<file path="src/rtl/systemizer_seq.sv">
// Phase sequencer: walks the phase engine block by block through a left pass, optionally chaining a right pass.
// Optional feature macro: SYSTEMIZER_CYCLE_COUNT_EN adds a saturating run-length counter on the cycles port.
module systemizer_seq #(
  parameter int N       = 20,
  parameter int L       = 200,
  parameter int K       = 400,
  parameter int PASS2   = 0,
  parameter int TIMEOUT = 0,
  parameter int BW      = $clog2(K/N+1)
) (
  input  logic          clk,
  input  logic          rst,
  input  logic          start,
  input  logic          start_right,
  input  logic          abort,
  output logic          init_left,
  output logic          init_right,
  output logic          start_phase,
  output logic [BW-1:0] start_block,
  output logic          last_phase,
  input  logic          phase_done,
  input  logic          phase_fail,
  output logic [1:0]    gen_left_op,
  output logic [1:0]    gen_right_op,
  output logic          busy,
  output logic          done,
  output logic          success,
  output logic          fail,
  output logic [BW-1:0] fail_block
`ifdef SYSTEMIZER_CYCLE_COUNT_EN
  ,
  output logic [31:0]   cycles
`endif
);

  localparam int  NB_L   = (L + N - 1) / N;
  localparam int  NB_R   = (K - L + N - 1) / N;
  localparam int  LAST_L = (NB_L > 0) ? NB_L - 1 : 0;
  localparam int  LAST_R = (NB_R > 0) ? NB_R - 1 : 0;
  localparam bit  PART_L = (L % N) != 0;
  localparam bit  PART_R = ((K - L) % N) != 0;
  localparam int  WDW    = (TIMEOUT > 1) ? $clog2(TIMEOUT) : 1;
  localparam int  TO_M1  = (TIMEOUT > 0) ? TIMEOUT - 1 : 0;

  typedef enum logic [2:0] {
    S_IDLE,
    S_INIT,
    S_LAUNCH,
    S_WAIT,
    S_END
  } state_t;

  state_t         state_reg;
  logic           pass_right_reg;
  logic           check_reg;
  logic [WDW-1:0] wd_reg;
  logic           is_last;
  logic           wd_hit;

  assign gen_left_op  = 2'b01;
  assign gen_right_op = (PASS2 != 0) ? 2'b01 : 2'b00;

  assign is_last    = start_block == (pass_right_reg ? BW'(LAST_R) : BW'(LAST_L));
  assign last_phase = is_last && (pass_right_reg ? PART_R : PART_L);
  assign wd_hit     = (TIMEOUT != 0) && (wd_reg == WDW'(TO_M1));

  always_ff @(posedge clk) begin
    if (rst) begin
      state_reg      <= S_IDLE;
      pass_right_reg <= 1'b0;
      check_reg      <= 1'b0;
      wd_reg         <= '0;
      init_left      <= 1'b0;
      init_right     <= 1'b0;
      start_phase    <= 1'b0;
      start_block    <= '0;
      busy           <= 1'b0;
      done           <= 1'b0;
      success        <= 1'b0;
      fail           <= 1'b0;
      fail_block     <= '0;
    end else begin
      init_left   <= 1'b0;
      init_right  <= 1'b0;
      start_phase <= 1'b0;
      done        <= 1'b0;
      success     <= 1'b0;
      case (state_reg)
        S_IDLE: begin
          if (start || start_right) begin
            state_reg      <= S_INIT;
            busy           <= 1'b1;
            fail           <= 1'b0;
            fail_block     <= '0;
            pass_right_reg <= !start;
            check_reg      <= start;
            start_block    <= '0;
            init_left      <= start;
            init_right     <= !start;
          end
        end
        S_INIT: begin
          if (abort) begin
            state_reg  <= S_END;
            done       <= 1'b1;
            fail       <= 1'b1;
            fail_block <= start_block;
          end else begin
            state_reg   <= S_LAUNCH;
            start_phase <= 1'b1;
            wd_reg      <= '0;
          end
        end
        S_LAUNCH: begin
          if (abort) begin
            state_reg  <= S_END;
            done       <= 1'b1;
            fail       <= 1'b1;
            fail_block <= start_block;
          end else begin
            state_reg <= S_WAIT;
          end
        end
        S_WAIT: begin
          // A silent engine past the watchdog limit is reported exactly like a singular pivot.
          if (abort || phase_fail || wd_hit) begin
            state_reg  <= S_END;
            done       <= 1'b1;
            fail       <= 1'b1;
            fail_block <= start_block;
          end else if (phase_done) begin
            if (!is_last) begin
              state_reg   <= S_LAUNCH;
              start_block <= start_block + 1'b1;
              start_phase <= 1'b1;
              wd_reg      <= '0;
            end else if (!pass_right_reg && (PASS2 != 0) && check_reg) begin
              state_reg      <= S_INIT;
              pass_right_reg <= 1'b1;
              start_block    <= '0;
              init_right     <= 1'b1;
            end else begin
              state_reg <= S_END;
              done      <= 1'b1;
              success   <= 1'b1;
            end
          end else if (TIMEOUT != 0) begin
            wd_reg <= wd_reg + 1'b1;
          end
        end
        S_END: begin
          state_reg <= S_IDLE;
          busy      <= 1'b0;
        end
        default: state_reg <= S_IDLE;
      endcase
    end
  end

`ifdef SYSTEMIZER_CYCLE_COUNT_EN
  logic [31:0] cnt_reg;

  always_ff @(posedge clk) begin
    if (rst) begin
      cnt_reg <= '0;
      cycles  <= '0;
    end else begin
      if (state_reg == S_IDLE && (start || start_right)) begin
        cnt_reg <= '0;
      end else if (busy && cnt_reg != 32'hFFFF_FFFF) begin
        cnt_reg <= cnt_reg + 32'd1;
      end
      // The END cycle itself is still busy, so it is included in the frozen count.
      if (state_reg == S_END) begin
        cycles <= (cnt_reg == 32'hFFFF_FFFF) ? cnt_reg : cnt_reg + 32'd1;
      end
    end
  end
`endif

endmodule

</file>
<file path="config.mk">
export PLATFORM = sky130hd
export DESIGN_NAME = systemizer_seq
export DESIGN_NICKNAME = d
export VERILOG_FILES = /design/src/rtl/systemizer_seq.sv
export SDC_FILE = /design/constraint.sdc
export NUM_CORES = 1
export LEC_CHECK = 0
export ABC_CLOCK_PERIOD_IN_PS = 2500
export CORE_ASPECT_RATIO = 1.4
export CORE_MARGIN = 8
export CORE_UTILIZATION = 41
export CTS_CLUSTER_SIZE = 20
export DETAILED_ROUTE_END_ITERATION = 10
export GPL_TIMING_DRIVEN = 0
export MAX_ROUTING_LAYER = met4
export PLACE_DENSITY = 0.73
export SLEW_MARGIN = 20
export SYNTH_ARGS = -nofsm -noshare
export SYNTH_HDL_FRONTEND = slang
export SYNTH_SLANG_ARGS = --single-unit
</file>
<file path="constraint.sdc">
create_clock -name clk -period 2.5 [get_ports clk]
set_input_delay 0.75 -clock clk [delete_from_list [all_inputs] [get_ports clk]]
set_output_delay 0.75 -clock clk [all_outputs]
set_load 0.02 [all_outputs]
</file>
==> run summary, run 1 <==
DRT Wirelength: 2140 um
number of remaining DRC errors: 0
drt first-iter violations: 16
status: finished clean
first-pass GRT wire length: 3640 um
Min-Delay Path Class: flip-flop to flip-flop
sequential share of the synthesized area: 44.5%
Die Width: 55.6 um
commonest non-fill, non-tap cell in the layout: clkdlybuf4s50_1
Max VDD drop: 0.322 mV
Ant. Diodes: 0
Critical Path Source Type: input pin
total track usage: 11.2%
max cap viols: 0
Initial Util: 42.3%
register bit total from synthesis: 20
commonest non-fill, non-tap cells in the layout: clkdlybuf4s50_1 (22), dfxtp_1 (20), a21oi_1 (11), nor3_1 (9)
Synth Instances: 104
Slew HR: 63.6%
Layout area overhead: 35.2%
Core Box Area: 2130 um2
WP data arrival: 2580 ps
final instance count without filler cells: 155
Synth cell types: 31
largest net degree at the start of global routing: 13
Avg Inst Size Synth: 8.65 um2
worst-skew pair later-pin latency: 310 ps
Placed Instances: 151
CTS tree: yes
Lkg Pwr: 0.419 nW
Critical Path Max Stage Delay: 510 ps
clock skew: 7.26 ps
Filler Cell Count: 198
total CTS buffers: 3
register area: 400 um2
vias per inst: 5.34
clk slew on worst S/H paths: 110 ps
Boundary Pins: 29
RSZ-0062 raised after global routing: false
Final Cell Area: 1220 um2
post-CTS setup buffers: 0
worst slew pin tran: 542 ps
Sink Count: 20
crit path max fanout: 7
synthesized area: 900 um2
share of layout cells above drive strength 1: 11.3%
WP data required: 2730 ps
final worst-path cycle share: 94.4%
vias in the first global route: 838
die area: 3970 um2
Placed Area: 1160 um2
initial antenna violation count: 0
H-Tree Depth: 1
Final Setup Violations: 0
first-pass iteration count of the detailed router: 6
total congestion overflow: 0
critical path type: input pin to flip-flop
DP HPWL: 1660 um
Crit-path slowest cell: clkdlybuf4s50_1
PwrDens: 586 nW/um2
maximum clock frequency: 0.424 GHz
fin crit period: 2360 ps
CTS root buf: clkbuf_4
multi-input logic area: 457 um2
I/O Buffers: 22
num rows: 20
Final ANT Viol Nets: 0
final hold viol count: 0
Longest Clk Path Bufs: 2
routed via count: 827
die height: 71.4 um
Syn. warnings: 0
Routed WL per cell: 13.8 um
hold slack: 473 ps
crit end category: flip-flop
Slew Limit Fails: 0
GPL Wtd Cong: 0.789
fin nets: 143
worst-path cell chain: clkdlybuf4s50_1 -> nand4bb_1 -> or2_2 -> or3_1 -> a211oi_1
per-stage QoR:
stage / power [W] / setup TNS, ps / utilization [%] / setup WS, ps
2_1_floorplan: 0.000414 / 0 / - / 524
3_3_place_gp: 0.000450 / -195 / 54.5 / -103
3_5_place_dp: 0.000452 / -293 / 54.5 / -168
4_1_cts: 0.000717 / 0 / 56.9 / 172
5_1_grt: 0.000742 / 0 / 57.2 / 31.6
6_report: 0.000712 / 0 / 57.2 / 141
layout make-up:
type / count / share of cell area [%]
multi-input combinational: 77 / 37.6
buffer: 9 / 4.53
sequential: 20 / 32.9
timing repair buffer: 22 / 18.1
tap: 22 / 2.26
clock buffer: 3 / 1.85
clock inverter: 1 / 2.47
inverter: 1 / 0.309
worst max-delay path, delay by kind of cell:
| kind | cells | cell delay (ps) |
|---|---|---|
| AO/OA/AOI/OAI | 1 | 250 |
| buffers and inverters | 1 | 510 |
| AND/OR/NAND/NOR | 3 | 1080 |
cell usage after synthesis:
master / number / area (um2)
nand4bb_1: 1 / 11.3
nor3_1: 10 / 50.1
buf_2: 2 / 10.0
clkbuf_1: 2 / 7.51
dfxtp_1: 20 / 400
o22ai_1: 2 / 12.5
nor2b_1: 2 / 12.5
or4b_1: 1 / 10.0
o31ai_1: 1 / 7.51
or2_2: 1 / 6.26
o21ai_0: 1 / 5.00
nand3_1: 8 / 40.0
o22a_1: 1 / 8.76
buf_4: 5 / 37.5
or2b_4: 1 / 11.3
or3_1: 1 / 6.26
inv_1: 1 / 3.75
nor2_1: 8 / 30.0
o21ai_1: 1 / 5.00
xnor2_1: 4 / 35.0
a21oi_1: 11 / 55.1
or4_1: 1 / 7.51
ha_1: 2 / 25.0
a211oi_1: 1 / 7.51
a41oi_1: 1 / 8.76
conb_1: 2 / 7.51
and4bb_4: 1 / 16.3
a2111oi_0: 1 / 8.76
nor3b_1: 2 / 15.0
nand2_1: 8 / 30.0
o21a_1: 1 / 7.51
power breakdown:
| group | internal [W] | switching (W) |
|---|---|---|
| logic | 0.0000464 | 0.0000652 |
| registers | 0.000329 | 0.00000620 |
| clock network | 0.000162 | 0.000103 |
kinds of logic after synthesis:
logic type	synth area share, %
adders and majority gates	2.78
DFF	44.5
and+or+nand+nor	27.4
AOI/OAI and AO/OA	14.0
xor gates and xnor gates	3.89
other	0.835
buffers and inverters	6.54
layer usage:
metal,vias up,GRT usage (%),routed length (um)
li1,420,-,-
met1,380,10.2,791
met2,22,20.6,1170
met3,5,1.59,102
met4,0,8.52,69
met5,-,-,0
worst paths after layout:
check / depth (start not counted) / slack, ps / from / to
setup / recovery: 5 / 140 / abort / start_block[2]$_SDFFE_PP0P_
hold / removal: 2 / 470 / fail_block[0]$_SDFFE_PP0P_ / fail_block[0]$_SDFFE_PP0P_
setup reg to reg: 6 / 460 / start_block[1]$_SDFFE_PP0P_ / start_block[2]$_SDFFE_PP0P_
hold reg to reg: 2 / 470 / fail_block[0]$_SDFFE_PP0P_ / fail_block[0]$_SDFFE_PP0P_
what timing repair did:
action,CTS,global route
endpoints found under the setup margin,0,1
gates resized for setup,0,1
hold buffers,0,0
(Power assumes the default switching activity.)
==> inputs of run 2 (changes only) <==
--- a/config.mk
+++ b/config.mk
@@ -9,6 +9,7 @@
 export CORE_ASPECT_RATIO = 1.4
 export CORE_MARGIN = 8
 export CORE_UTILIZATION = 41
+export CTS_BUF_LIST = sky130_fd_sc_hd__clkbuf_4 sky130_fd_sc_hd__clkbuf_8
 export CTS_CLUSTER_SIZE = 20
 export DETAILED_ROUTE_END_ITERATION = 10
 export GPL_TIMING_DRIVEN = 0
==> results of run 2 <==
The final DEF is identical to that of run 1; final timing and power are the same.
